[src/rtl/arith_sched_pkg.sv]
// Shared types and constants for the arith_sched mult/div peripheral.
// Optional IRQ support is enabled with ARITH_SCHED_IRQ_EN.
package arith_sched_pkg;

    localparam logic [4:0] OFF_A      = 5'h00;
    localparam logic [4:0] OFF_B      = 5'h04;
    localparam logic [4:0] OFF_CTRL   = 5'h08;
    localparam logic [4:0] OFF_RES_LO = 5'h0C;
    localparam logic [4:0] OFF_RES_HI = 5'h10;
    localparam logic [4:0] OFF_STATUS = 5'h14;

    localparam int ST_DONE = 0;
    localparam int ST_BUSY = 1;
    localparam int ST_PEND = 2;
    localparam int ST_IEN  = 3;

    localparam logic WIN_MUL = 1'b0;
    localparam logic WIN_DIV = 1'b1;

    typedef enum logic [1:0] {
        S_IDLE,
        S_LOAD,
        S_RUN,
        S_WB
    } state_e;

    typedef enum logic {
        OP_MUL = 1'b0,
        OP_DIV = 1'b1
    } op_e;

endpackage

[src/rtl/arith_iter_engine.sv]
// Bit-serial engine: shift-add multiply and restoring divide.
// One step per cycle, XLEN steps per operation.
module arith_iter_engine
    import arith_sched_pkg::*;
#(
    parameter int XLEN = 32
) (
    input  logic              clk,
    input  logic              rst,
    input  logic              load_i,
    input  logic              step_i,
    input  logic              op_i,
    input  logic [XLEN-1:0]   a_i,
    input  logic [XLEN-1:0]   b_i,
    output logic [2*XLEN-1:0] res_o
);

    logic [2*XLEN-1:0] acc_q, acc_d;
    logic [XLEN-1:0]   b_q;
    op_e               op_q;
    logic [XLEN:0]     add_sum;
    logic [XLEN:0]     trial;
    logic [XLEN-1:0]   diff;
    logic              ge;

    // acc holds {hi, lo}: mult keeps the multiplier in lo, div keeps
    // the remainder in hi and shifts quotient bits into lo.
    always_comb begin
        add_sum = {1'b0, acc_q[2*XLEN-1:XLEN]}
                + (acc_q[0] ? {1'b0, b_q} : '0);
        trial   = {acc_q[2*XLEN-1:XLEN], acc_q[XLEN-1]};
        ge      = (trial >= {1'b0, b_q});
        diff    = trial[XLEN-1:0] - b_q;
        acc_d   = acc_q;
        if (load_i) begin
            acc_d = {{XLEN{1'b0}}, a_i};
        end else if (step_i) begin
            if (op_q == OP_MUL) begin
                acc_d = {add_sum, acc_q[XLEN-1:1]};
            end else begin
                acc_d = {ge ? diff : trial[XLEN-1:0],
                         acc_q[XLEN-2:0], ge};
            end
        end
    end

    always_ff @(posedge clk) begin
        if (rst) begin
            acc_q <= '0;
            b_q   <= '0;
            op_q  <= OP_MUL;
        end else begin
            acc_q <= acc_d;
            if (load_i) begin
                b_q  <= b_i;
                op_q <= op_e'(op_i);
            end
        end
    end

    assign res_o = acc_q;

endmodule

[src/rtl/arith_sched.sv]
// Mult/div bus windows sharing one iterative engine, round-robin.
// Define ARITH_SCHED_IRQ_EN to add the completion irq output.
module arith_sched
    import arith_sched_pkg::*;
#(
    parameter int XLEN = 32
) (
    input  logic            clk,
    input  logic            rst,
    input  logic [XLEN-1:0] d_in,
    input  logic            cs_mult,
    input  logic            cs_div,
    input  logic [4:0]      addr,
    input  logic            rd,
    input  logic            wr,
    output logic [XLEN-1:0] d_out
`ifdef ARITH_SCHED_IRQ_EN
   ,output logic            irq
`endif
);

    localparam int CW = $clog2(XLEN);
    localparam logic [CW-1:0] CNT_LAST = CW'(XLEN - 1);

    logic            sel;
    logic            wr_en;
    logic            rd_en;
    logic [XLEN-1:0] a_q [2];
    logic [XLEN-1:0] b_q [2];
    logic [XLEN-1:0] lo_q [2];
    logic [XLEN-1:0] hi_q [2];
    logic [1:0]      pend_q, busy_q, done_q;
    logic [1:0]      start_set, req_d;
    state_e          state_q;
    logic            gnt_q, gnt_d, last_q;
    logic [CW-1:0]   cnt_q;
    logic [2*XLEN-1:0] eng_res;
    logic [XLEN-1:0] status, rdata_d;
`ifdef ARITH_SCHED_IRQ_EN
    logic [1:0]      ien_q;
    logic            wb_q;
`endif

    // mult wins if both selects are ever asserted together
    assign sel   = cs_mult ? WIN_MUL : WIN_DIV;
    assign wr_en = (cs_mult | cs_div) & wr;
    assign rd_en = (cs_mult | cs_div) & rd;

    always_comb begin
        start_set = '0;
        if (wr_en && addr == OFF_CTRL && d_in[0]
            && !pend_q[sel] && !busy_q[sel]) begin
            start_set[sel] = 1'b1;
        end
        req_d = pend_q | start_set;
        if (req_d[0] && req_d[1]) gnt_d = ~last_q;
        else                      gnt_d = req_d[1];
    end

    always_ff @(posedge clk) begin
        if (rst) begin
            a_q <= '{default: '0};
            b_q <= '{default: '0};
`ifdef ARITH_SCHED_IRQ_EN
            ien_q <= '0;
`endif
        end else if (wr_en) begin
            if (addr == OFF_A) a_q[sel] <= d_in;
            if (addr == OFF_B) b_q[sel] <= d_in;
`ifdef ARITH_SCHED_IRQ_EN
            if (addr == OFF_CTRL) ien_q[sel] <= d_in[1];
`endif
        end
    end

    always_ff @(posedge clk) begin
        if (rst) begin
            state_q <= S_IDLE;
            gnt_q   <= WIN_MUL;
            last_q  <= WIN_DIV;
            cnt_q   <= '0;
            pend_q  <= '0;
            busy_q  <= '0;
            done_q  <= '0;
            lo_q    <= '{default: '0};
            hi_q    <= '{default: '0};
`ifdef ARITH_SCHED_IRQ_EN
            wb_q    <= 1'b0;
            irq     <= 1'b0;
`endif
        end else begin
            pend_q <= pend_q | start_set;
            done_q <= done_q & ~start_set;
`ifdef ARITH_SCHED_IRQ_EN
            wb_q   <= (state_q == S_WB) && ien_q[gnt_q];
            irq    <= wb_q;
`endif
            unique case (state_q)
                S_IDLE: begin
                    if (|req_d) begin
                        gnt_q   <= gnt_d;
                        state_q <= S_LOAD;
                    end
                end
                S_LOAD: begin
                    pend_q[gnt_q] <= 1'b0;
                    busy_q[gnt_q] <= 1'b1;
                    cnt_q         <= '0;
                    state_q       <= S_RUN;
                end
                S_RUN: begin
                    cnt_q <= cnt_q + 1'b1;
                    if (cnt_q == CNT_LAST) state_q <= S_WB;
                end
                S_WB: begin
                    lo_q[gnt_q]   <= eng_res[XLEN-1:0];
                    hi_q[gnt_q]   <= eng_res[2*XLEN-1:XLEN];
                    done_q[gnt_q] <= 1'b1;
                    busy_q[gnt_q] <= 1'b0;
                    last_q        <= gnt_q;
                    state_q       <= S_IDLE;
                end
            endcase
        end
    end

    arith_iter_engine #(
        .XLEN (XLEN)
    ) u_engine (
        .clk    (clk),
        .rst    (rst),
        .load_i (state_q == S_LOAD),
        .step_i (state_q == S_RUN),
        .op_i   (gnt_q),
        .a_i    (a_q[gnt_q]),
        .b_i    (b_q[gnt_q]),
        .res_o  (eng_res)
    );

    always_comb begin
        status          = '0;
        status[ST_DONE] = done_q[sel];
        status[ST_BUSY] = busy_q[sel];
        status[ST_PEND] = pend_q[sel];
`ifdef ARITH_SCHED_IRQ_EN
        status[ST_IEN]  = ien_q[sel];
`endif
        case (addr)
            OFF_A:      rdata_d = a_q[sel];
            OFF_B:      rdata_d = b_q[sel];
            OFF_RES_LO: rdata_d = lo_q[sel];
            OFF_RES_HI: rdata_d = hi_q[sel];
            OFF_STATUS: rdata_d = status;
            default:    rdata_d = '0;
        endcase
    end

    always_ff @(posedge clk) begin
        if (rst)        d_out <= '0;
        else if (rd_en) d_out <= rdata_d;
    end

endmodule

[config.mk]
export PLATFORM = sky130hd
export DESIGN_NAME = arith_sched
export DESIGN_NICKNAME = d
export VERILOG_FILES = /design/src/rtl/arith_sched_pkg.sv /design/src/rtl/arith_iter_engine.sv /design/src/rtl/arith_sched.sv
export SDC_FILE = /design/constraint.sdc
export NUM_CORES = 1
export LEC_CHECK = 0
export CAP_MARGIN = 5
export CORE_MARGIN = 10
export CORE_UTILIZATION = 26
export DETAILED_ROUTE_END_ITERATION = 7
export PLACE_DENSITY = 0.47
export SYNTH_ARGS = -nofsm -noshare
export SYNTH_HDL_FRONTEND = slang
export SYNTH_HIERARCHICAL = 1
export SYNTH_SLANG_ARGS = --single-unit
[constraint.sdc]
create_clock -name clk -period 3.2 [get_ports clk]
set_clock_uncertainty 0.05 [all_clocks]
set_input_delay 0.64 -clock clk [delete_from_list [all_inputs] [get_ports clk]]
set_output_delay 0.64 -clock clk [all_outputs]
set_load 0.03 [all_outputs]
==> results.toml <==
[status]
status = "finished with violations"
violations = "setup timing"

[floorplanning]
core_sq_mm = 0.0817
pin_count = 75
rows = 105
dieArea_sq_mm = 0.0940
initial_utilization_pct = 26.1
die_x_microns = 307
fp.dieH_microns = 307

[sta]
hold_violations = 0
fmax_mhz = 301
rsz0062_at_grt = "yes"
slew_headroom_pct = 38.1
period_minus_slack_ns = 3.32
setup_viol = 2
period_share_pct = 104
final.setup.tns_ns = -0.196
finalWorstSetupSlack_ns = -0.124
worst_pin_slew_ns = 0.929
slew_viol_final = 0
fin_worst_hold_slack_ns = 0.386

[cts]
clockRootBuffer = "clkbuf_16"
clock_latency_ns = 0.60
cts.sinks = 400
cts_max_level = 2
clk_path_buf_depth = 3
cts_inserted_buffers = 46
path_clk_slew_ns = 0.06
tritoncts = "done"

[hold_path]
hold_depth = 2
hp-class = "in -> reg"

[routing]
drt_iter0_drc = 1206
drtPass1Iterations = 5
viasPerCell = 4.92
ant_nets = 0
num_vias = 19100
wire_per_inst_microns = 19.0
drc = 0
wl_microns = 74000

[critical_path]
crit_family = "compound AO/OA/AOI/OAI gates"
crit_type = "reg -> reg"
r2r_cells = 13
worstSetupPathDepth = 13
arrival_ns = 3.80
cpPeakStageDelay_ns = 0.37
crit_fanout = 4
crit_path_top_delay_cell = "dfxtp_4"
path_common_cell = "a41o_1"
cp-end-kind = "register"
worstPathCellList = "and2_4, ha_4, fa_2, a21o_1, a221o_1, o31a_1, a41o_1, a41o_1, a221oi_2, buf_4, xnor2_2, o221ai_1, a21oi_1"
startpoint_type = "register"
worstPathRequired_ns = 3.67
path_buf_inv = 1

[final_layout]
final_cell_mix = "608 x nand2_1, 394 x dfxtp_1, 366 x a21oi_1"
final_common_cell = "nand2_1"
final_util_pct = 31.8
final_nets = 2899
drive_gt1_share_pct = 13.7
syn_to_final_growth_pct = 21.8

[synth]
synth_area_per_cell_sq_um = 7.95
synth-edff-count = 0
synthCells = 2686
netlist_area_sq_mm = 0.0214
synth_ff_type = "dfxtp_1"
ys_types = 81
postSynth.asyncResetShare_pct = 0
syn_nets = 2802
synth_seq_cells = 400
ys_warn_count = 6
ys_seq_area_share_pct = 37.5

[job]
cap_viol_max_count = 0

[pwr]
max-vdd-ir-drop_uv = 368
powerDensity_mw_per_mm2 = 559
finalPower_mw = 14.5
p_leak_nw = 9.65

[place]
globalplace.congestion = 0.885
dp_slack_ns = -0.219
place.port_buffers = 74
dpl.hpwl_microns = 49700

[grt]
grt_max_degree = 129
grt_pass1_wl_microns = 113000
grt_antenna_before_repair = 0
grt_usage_pct = 15.1
overflow = 0
first_global_vias = 18300
[area by class of cell]
class,instances,area [sq um]
inverter,50,188
clock buffer,67,1360
fill,8731,55700
sequential,400,8020
antenna,1,2.50
multi-input combinational,2053,12600
tap,1070,1340
clock inverter,16,235
timing repair buffer,232,2250
[logic make-up (layout without fill, tap and decap cells)]
group,Yosys count,count (layout),synth area share [%]
buffers and inverters,233,365,4.67
adders and majority gates,73,73,4.35
muxes,284,284,13.8
DFF,400,400,37.5
other,0,1,0
and+or+nand+nor,945,945,18.3
AOI/OAI and AO/OA,696,696,19.1
xor gates and xnor gates,55,55,2.25
[Yosys cell counts, types with 24 or more instances]
library cell / count / area [sq um]
mux2_2: 82 / 923
nor2_1: 181 / 679
inv_1: 48 / 180
ha_1: 71 / 888
clkbuf_1: 102 / 383
o21ai_0: 73 / 365
nand3_1: 25 / 125
dfxtp_1: 400 / 8010
xnor2_1: 31 / 272
o22ai_1: 67 / 419
xor2_1: 24 / 210
buf_2: 41 / 205
a21oi_1: 369 / 1850
and2_1: 38 / 238
a211oi_1: 46 / 345
nand2_1: 609 / 2290
mux2i_1: 201 / 2010
a21o_1: 39 / 293
buf_1: 24 / 90.1
[power breakdown]
part,switching (mW),internal (mW),leakage (nW)
sequential,0.142,5.08,3.23
combinational,2.04,1.69,5.63
clock,2.29,3.29,0.788
total,4.47,10.1,9.65
[worst paths after layout]
| path | start | end | slack, ns |
|---|---|---|---|
| max | u_engine/res_o[0]$_SDFFE_PP0P_ | u_engine/res_o[59]$_SDFFE_PP0P_ | -0.12 |
| min | rst | u_engine/b_q[27]$_SDFFE_PP0P_ | 0.39 |
| max reg2reg | u_engine/res_o[0]$_SDFFE_PP0P_ | u_engine/res_o[59]$_SDFFE_PP0P_ | -0.12 |
| min reg2reg | d_out[1]$_SDFFE_PP0P_ | d_out[1]$_SDFFE_PP0P_ | 0.39 |
[flip-flops by register name, summed over array words and instances (netlist names), 5 cells and up, named ones only]
name,cells
a_q,64
b_q,64
hi_q,64
lo_q,64
u_engine/res_o,64
d_out,32
u_engine/b_q,32
cnt_q,5
[layer usage]
layer	up-vias	share of wire (%)	GRT usage, %
met5	-	0	0
met4	0	2.0	3.79
met3	98	4.7	2.08
met2	408	44	23.8
met1	9099	49	21.3
li1	9510	-	-
[per-stage QoR]
step	instance area [sq um]	cells
3_3_place_gp	24100	3792
3_5_place_dp	24100	3792
6_report	26000	3889
4_1_cts	25700	3877
2_1_floorplan	21400	2686
5_1_grt	26000	3888
[what timing repair did]
action,CTS,global route
pin swaps,7,19
endpoints found under the setup margin,9,32
buffers inserted,2,9
gates cloned,0,2
resized for setup,4,39
hold buffers,0,0
Power figures use the tool's default switching activity.
